[src/rtl/conv_filter_pkg.sv]
// Shared constants for the 3x3 RGB convolution filter: tap indices,
// mode encodings and the identity kernel loaded at reset.
package conv_filter_pkg;

  localparam int NTAPS  = 9;

  localparam int TAP_UL = 0;
  localparam int TAP_U  = 1;
  localparam int TAP_UR = 2;
  localparam int TAP_L  = 3;
  localparam int TAP_C  = 4;
  localparam int TAP_R  = 5;
  localparam int TAP_DL = 6;
  localparam int TAP_D  = 7;
  localparam int TAP_DR = 8;

  typedef enum logic {
    MODE_BYPASS = 1'b0,
    MODE_CONV   = 1'b1
  } mode_e;

  localparam int IDENTITY_KERNEL [NTAPS] = '{0, 0, 0, 0, 1, 0, 0, 0, 0};

endpackage

[src/rtl/conv_sat_round.sv]
// Final stage for one channel: round-half-up right shift of the signed sum,
// then clip into [0, 2^CH_W-1], flagging any clipping.
module conv_sat_round #(
  parameter int CH_W  = 4,
  parameter int SUM_W = 13
) (
  input  logic signed [SUM_W-1:0] sum,
  input  logic        [2:0]       shift,
  output logic        [CH_W-1:0]  result,
  output logic                    clip
);

  localparam logic signed [SUM_W:0] MAX_V = {{(SUM_W+1-CH_W){1'b0}}, {CH_W{1'b1}}};

  logic signed [SUM_W:0] bias;
  logic signed [SUM_W:0] biased;
  logic signed [SUM_W:0] shifted;

  // One guard bit so adding the rounding bias can never wrap.
  always_comb begin
    bias = '0;
    if (shift != 3'd0) bias[shift - 3'd1] = 1'b1;
    biased  = $signed({sum[SUM_W-1], sum}) + bias;
    shifted = biased >>> shift;
    result  = shifted[CH_W-1:0];
    clip    = 1'b0;
    if (shifted[SUM_W]) begin
      result = '0;
      clip   = 1'b1;
    end else if (shifted > MAX_V) begin
      result = '1;
      clip   = 1'b1;
    end
  end

endmodule

[src/rtl/conv3x3_rgb_filter.sv]
// 3-stage 3x3 convolution over packed RGB windows with shadow/active
// coefficient banks: S1 multiply, S2 adder tree, S3 round/saturate.
module conv3x3_rgb_filter
  import conv_filter_pkg::*;
#(
  parameter int CH_W   = 4,
  parameter int NCH    = 3,
  parameter int COEF_W = 5
) (
  input  logic                      clk,
  input  logic                      reset,
  input  logic                      in_valid,
  output logic                      in_ready,
  input  logic [9*NCH*CH_W-1:0]     in_window,
  output logic                      out_valid,
  input  logic                      out_ready,
  output logic [NCH*CH_W-1:0]       out_pixel,
  output logic                      sat_flag,
  input  logic                      mode,
  input  logic [2:0]                shift,
  input  logic                      coef_wr,
  input  logic [3:0]                coef_addr,
  input  logic [COEF_W-1:0]         coef_data,
  input  logic                      coef_commit
);

  localparam int PIX_W  = NCH * CH_W;
  localparam int PROD_W = CH_W + 1 + COEF_W;
  localparam int SUM_W  = CH_W + COEF_W + 4;

  // Handshake: a transfer happens on a rising edge where valid & ready are both
  // high; the whole pipe moves together, so in_ready is simply the advance enable.
  logic en;
  assign en       = ~out_valid | out_ready;
  assign in_ready = en;

  logic signed [COEF_W-1:0] shadow_q   [NTAPS];
  logic signed [COEF_W-1:0] active_q   [NTAPS];
  logic signed [COEF_W-1:0] shadow_nxt [NTAPS];
  logic signed [COEF_W-1:0] coef_use   [NTAPS];

  // A window accepted in the commit cycle already sees the new bank,
  // including a write landing in that same cycle.
  always_comb begin
    for (int k = 0; k < NTAPS; k++) begin
      shadow_nxt[k] = shadow_q[k];
      if (coef_wr && (int'(coef_addr) == k)) shadow_nxt[k] = coef_data;
      coef_use[k] = coef_commit ? shadow_nxt[k] : active_q[k];
    end
  end

  always_ff @(posedge clk or posedge reset) begin
    if (reset) begin
      for (int k = 0; k < NTAPS; k++) begin
        shadow_q[k] <= COEF_W'(IDENTITY_KERNEL[k]);
        active_q[k] <= COEF_W'(IDENTITY_KERNEL[k]);
      end
    end else begin
      for (int k = 0; k < NTAPS; k++) shadow_q[k] <= shadow_nxt[k];
      if (coef_commit) begin
        for (int k = 0; k < NTAPS; k++) active_q[k] <= shadow_nxt[k];
      end
    end
  end

  logic signed [PROD_W-1:0] prod_d [NCH][NTAPS];
  logic signed [PROD_W-1:0] s1_prod [NCH][NTAPS];
  logic                     s1_valid;
  mode_e                    s1_mode;
  logic [2:0]               s1_shift;
  logic [PIX_W-1:0]         s1_centre;

  always_comb begin
    for (int c = 0; c < NCH; c++) begin
      for (int k = 0; k < NTAPS; k++) begin
        prod_d[c][k] = PROD_W'($signed({1'b0, in_window[k*PIX_W + PIX_W-1 - c*CH_W -: CH_W]}))
                     * PROD_W'(coef_use[k]);
      end
    end
  end

  always_ff @(posedge clk or posedge reset) begin
    if (reset) begin
      s1_valid  <= 1'b0;
      s1_mode   <= MODE_BYPASS;
      s1_shift  <= '0;
      s1_centre <= '0;
      for (int c = 0; c < NCH; c++)
        for (int k = 0; k < NTAPS; k++) s1_prod[c][k] <= '0;
    end else if (en) begin
      s1_valid  <= in_valid;
      s1_mode   <= mode_e'(mode);
      s1_shift  <= shift;
      s1_centre <= in_window[TAP_C*PIX_W +: PIX_W];
      s1_prod   <= prod_d;
    end
  end

  logic signed [SUM_W-1:0] sum_d  [NCH];
  logic signed [SUM_W-1:0] s2_sum [NCH];
  logic                    s2_valid;
  mode_e                   s2_mode;
  logic [2:0]              s2_shift;
  logic [PIX_W-1:0]        s2_centre;

  always_comb begin
    for (int c = 0; c < NCH; c++) begin
      sum_d[c] = '0;
      for (int k = 0; k < NTAPS; k++) sum_d[c] = sum_d[c] + SUM_W'(s1_prod[c][k]);
    end
  end

  always_ff @(posedge clk or posedge reset) begin
    if (reset) begin
      s2_valid  <= 1'b0;
      s2_mode   <= MODE_BYPASS;
      s2_shift  <= '0;
      s2_centre <= '0;
      for (int c = 0; c < NCH; c++) s2_sum[c] <= '0;
    end else if (en) begin
      s2_valid  <= s1_valid;
      s2_mode   <= s1_mode;
      s2_shift  <= s1_shift;
      s2_centre <= s1_centre;
      s2_sum    <= sum_d;
    end
  end

  logic [PIX_W-1:0] conv_pixel;
  logic [NCH-1:0]   clip;

  for (genvar c = 0; c < NCH; c++) begin : g_ch
    conv_sat_round #(.CH_W(CH_W), .SUM_W(SUM_W)) u_sat (
      .sum    (s2_sum[c]),
      .shift  (s2_shift),
      .result (conv_pixel[PIX_W-1 - c*CH_W -: CH_W]),
      .clip   (clip[c])
    );
  end

  always_ff @(posedge clk or posedge reset) begin
    if (reset) begin
      out_valid <= 1'b0;
      out_pixel <= '0;
      sat_flag  <= 1'b0;
    end else if (en) begin
      out_valid <= s2_valid;
      if (s2_valid) begin
        out_pixel <= (s2_mode == MODE_BYPASS) ? s2_centre : conv_pixel;
        sat_flag  <= (s2_mode == MODE_CONV) && (|clip);
      end
    end
  end

endmodule

[config.mk]
export PLATFORM = sky130hd
export DESIGN_NAME = conv3x3_rgb_filter
export DESIGN_NICKNAME = d
export VERILOG_FILES = /design/src/rtl/conv_filter_pkg.sv /design/src/rtl/conv_sat_round.sv /design/src/rtl/conv3x3_rgb_filter.sv
export SDC_FILE = /design/constraint.sdc
export NUM_CORES = 2
export LEC_CHECK = 0
export CAP_MARGIN = 20
export CORE_UTILIZATION = 45
export DETAILED_ROUTE_END_ITERATION = 7
export GPL_TIMING_DRIVEN = 0
export PLACE_DENSITY = 0.64
export REMOVE_ABC_BUFFERS = 1
export SLEW_MARGIN = 15
export SYNTH_ARGS = -nofsm -noshare
export SYNTH_HDL_FRONTEND = slang
export SYNTH_SLANG_ARGS = --single-unit
[constraint.sdc]
create_clock -name clk -period 17.5 [get_ports clk]
set_input_delay 3.5 -clock clk [delete_from_list [all_inputs] [get_ports clk]]
set_output_delay 3.5 -clock clk [all_outputs]
set_load 0.02 [all_outputs]
==> metrics.json <==
{
  "outcome": {
    "run_status": "complete, no violations"
  },
  "timing": {
    "post-route-worst-setup-slack_ns": 7.82,
    "final-setup-viol-count": 0,
    "skew_ns": 0.0376,
    "period_minus_slack_ns": 9.68,
    "timing.slew.headroom_pct": 20.1,
    "final-hold-violation-count": 0,
    "maxSlewViolCount": 0,
    "final_min_period_over_clock_period_pct": 55.3,
    "max_slew.worst_pin.slew_ns": 1.20,
    "max_clock_freq_ghz": 0.103,
    "grt_setup_unrepaired": "no"
  },
  "clocking": {
    "worst_skew_pair.late_latency_ns": 0.64,
    "clkSlewWorstSetupHoldPaths_ns": 0.06,
    "cts_made_buffers": 55,
    "post_cts_buffers": 0,
    "cts_max_path_buffers": 3,
    "postCtsHoldBufs": 0,
    "cts_tree": "yes",
    "cts_num_sinks": 447,
    "cts_root_buf": "clkbuf_16",
    "cts_resized": 0,
    "number_of_levels_in_the_clock_h_tree": 2
  },
  "worst_setup_path": {
    "end_kind": "output port",
    "critical_path.max_fanout": 104,
    "timing.critical_path.cells": "clkdlybuf4s50_1 -> nor2b_4 -> buf_12 -> inv_8 -> buf_16 -> buf_16 -> clkdlybuf4s50_1",
    "cpPeakStageDelay_ns": 0.70,
    "worst-setup-path-type": "input pin to output port",
    "critical-path-slowest-cell": "clkdlybuf4s50_1",
    "cp.required_ns": 14.00,
    "critical_path_arrival_ns": 6.18,
    "timing.critical_path.from_type": "input pin"
  },
  "drt": {
    "post-route-drc-count": 0,
    "routedWlPerCell_um": 17.9,
    "dr.pass1.iters": 5,
    "detail_route.vias_per_cell": 5.07,
    "via_count": 30730,
    "route.antenna.remaining_nets": 0,
    "initialDrtViolationCount": 1769,
    "drt_wl_total_um": 108000
  },
  "layout": {
    "design.final.nets": 5900,
    "fill_cells": 8886,
    "syn2layout_area_growth_pct": 11.1,
    "post_route_cells_drive_above_1_share_pct": 5.33,
    "layoutNonFillerInstCount": 6059,
    "multi_input_logic_area_um2": 29200,
    "register_area_um2": 11200,
    "postLayoutCoreUtil_pct": 50.4
  },
  "grt": {
    "grt_first_pass_wirelength_um": 174000,
    "globalRoute.totalOverflow": 0,
    "grt_max_degree": 114,
    "grt_util_all_layers_pct": 22.7,
    "grt_pass1_vias": 31435,
    "antenna_found_initial": 0
  },
  "synth": {
    "synth_area_leader_cell": "dfrtp_1",
    "synth_area_per_inst_um2": 9.37,
    "post_synth_num_cell_types": 78,
    "synth-warning-count": 0,
    "netlist_top_cells_area": "dfrtp_1 (25%), fa_1 (19%), ha_1 (18%), inv_1 (6.3%), nand2_1 (5.3%)",
    "ys_top_cells_by_count": "inv_1 (738), ha_1 (627), nand2_1 (623), dfrtp_1 (445), fa_1 (408)",
    "synth_seq_cells": 447,
    "synth_flop_cell": "dfrtp_1",
    "synth_area_um2": 43800,
    "postSynth.asyncResetShare_pct": 100,
    "syn-instance-count": 4676,
    "yosys.area.top_type_share_pct": 25.4,
    "synth_most_common_cell": "inv_1",
    "synth_enable_flop_cells": 0,
    "synth_seq_area_share_pct": 25.5
  },
  "hold_path": {
    "hold_path.class": "flop to flop"
  },
  "floorplan": {
    "std_cell_rows": 114,
    "floorplan.initialDensity_pct": 45.4,
    "core_um2": 96600,
    "die_width_um": 314,
    "die_h_um": 314,
    "io_pins": 142,
    "fp.dieArea_um2": 98600
  },
  "placement": {
    "gp_congestion": 0.889,
    "dp_slack_ns": 7.71,
    "port_buffers": 141,
    "number_of_cells_after_detailed_placement": 5957,
    "dp.final_hpwl_um": 87500
  },
  "job": {
    "timing.max_cap.violations": 0
  }
}
registers in the layout, summed over array words and instances (netlist names):
signal and cells:
s1_prod 270, active_q 45, shadow_q 45, s2_sum 39
out_pixel 12, s1_centre 12, s2_centre 12, s1_shift 3
s2_shift 3, out_valid 1, s1_mode 1, s1_valid 1
s2_mode 1, s2_valid 1, sat_flag 1
cells in the final DEF (no fill, tap or decap), drive strengths merged, types with 8 or more instances in the layout:
cell type        n
o21bai          54
clkdlybuf4s50  140
clkinvlp         9
xor2            99
dfrtp          445
nor3            14
inv            745
a211oi          15
o21ai          123
o21a             9
o31ai           16
a211o           12
a21oi          272
mux4             8
clkbuf          67
mux2            77
a21o            70
ha             627
nor2b           12
clkinv          11
a21boi          11
mux2i           19
buf             25
nor2           235
nand2          623
nor3b           15
a31oi            8
and2           321
fa             408
nand3           41
nand2b          26
xnor2           90
and3            11
or2             32
logic make-up after synthesis:
family | Yosys count | share of synthesized area, %
XOR/XNOR | 189 | 3.78
AND/OR/NAND/NOR | 1359 | 14.5
AO/OA/AOI/OAI | 642 | 9.06
buffers and inverters | 900 | 7.75
multiplexers | 104 | 2.83
flip-flops | 447 | 25.5
adder cells (fa/ha/maj) | 1035 | 36.6
final cells by class:
cell class | instances | area share [%]
Multi-Input combinational cell | 3329 | 60.1
Timing Repair Buffer | 165 | 3.91
Antenna cell | 3 | 0.0154
Sequential cell | 447 | 23.0
Clock buffer | 67 | 3.11
Clock inverter | 32 | 0.885
Inverter | 740 | 5.74
Tap cell | 1276 | 3.28
routing by layer:
layer	global-route usage, %	part of all wire (%)	vias up
met5	0	0	-
met4	7.02	3.4	0
met3	2.53	3.7	140
met2	38.6	48	492
met1	30.4	45	15027
li1	-	-	15071
critical path, delay by kind of cell:
family	cells	cell delay [ns]
buf+inv	6	2.40
simple gates	1	0.10
path summary, 6_finish.rpt:
path / start / slack [ns] / endpoint / depth (start not counted)
worst max-delay path: out_ready / 7.82 / in_ready / 7
worst min-delay path: s1_centre[9] / 0.47 / s1_centre[9] / 2
worst max register to register: s2_shift[1] / 11.26 / out_pixel[3] / 17
worst min register to register: s1_centre[9] / 0.47 / s1_centre[9] / 2
max in group asynchronous: reset / 13.05 / active_q[17] / 4
min in group asynchronous: reset / 3.32 / s1_prod[39] / 2
through the flow:
step / setup TNS [ns] / instance area, µm² / hold slack, ns
2_1_floorplan: -1672.65 / 43200 / 0.431
3_3_place_gp: -9974.15 / 46200 / 0.446
3_5_place_dp: 0 / 46700 / 0.450
4_1_cts: 0 / 48700 / 0.466
5_1_grt: 0 / 48700 / 0.486
6_report: 0 / 48700 / 0.465
Power is not shown: default switching activity piles up to over one toggle a cycle in this logic, so the estimate is an artifact.
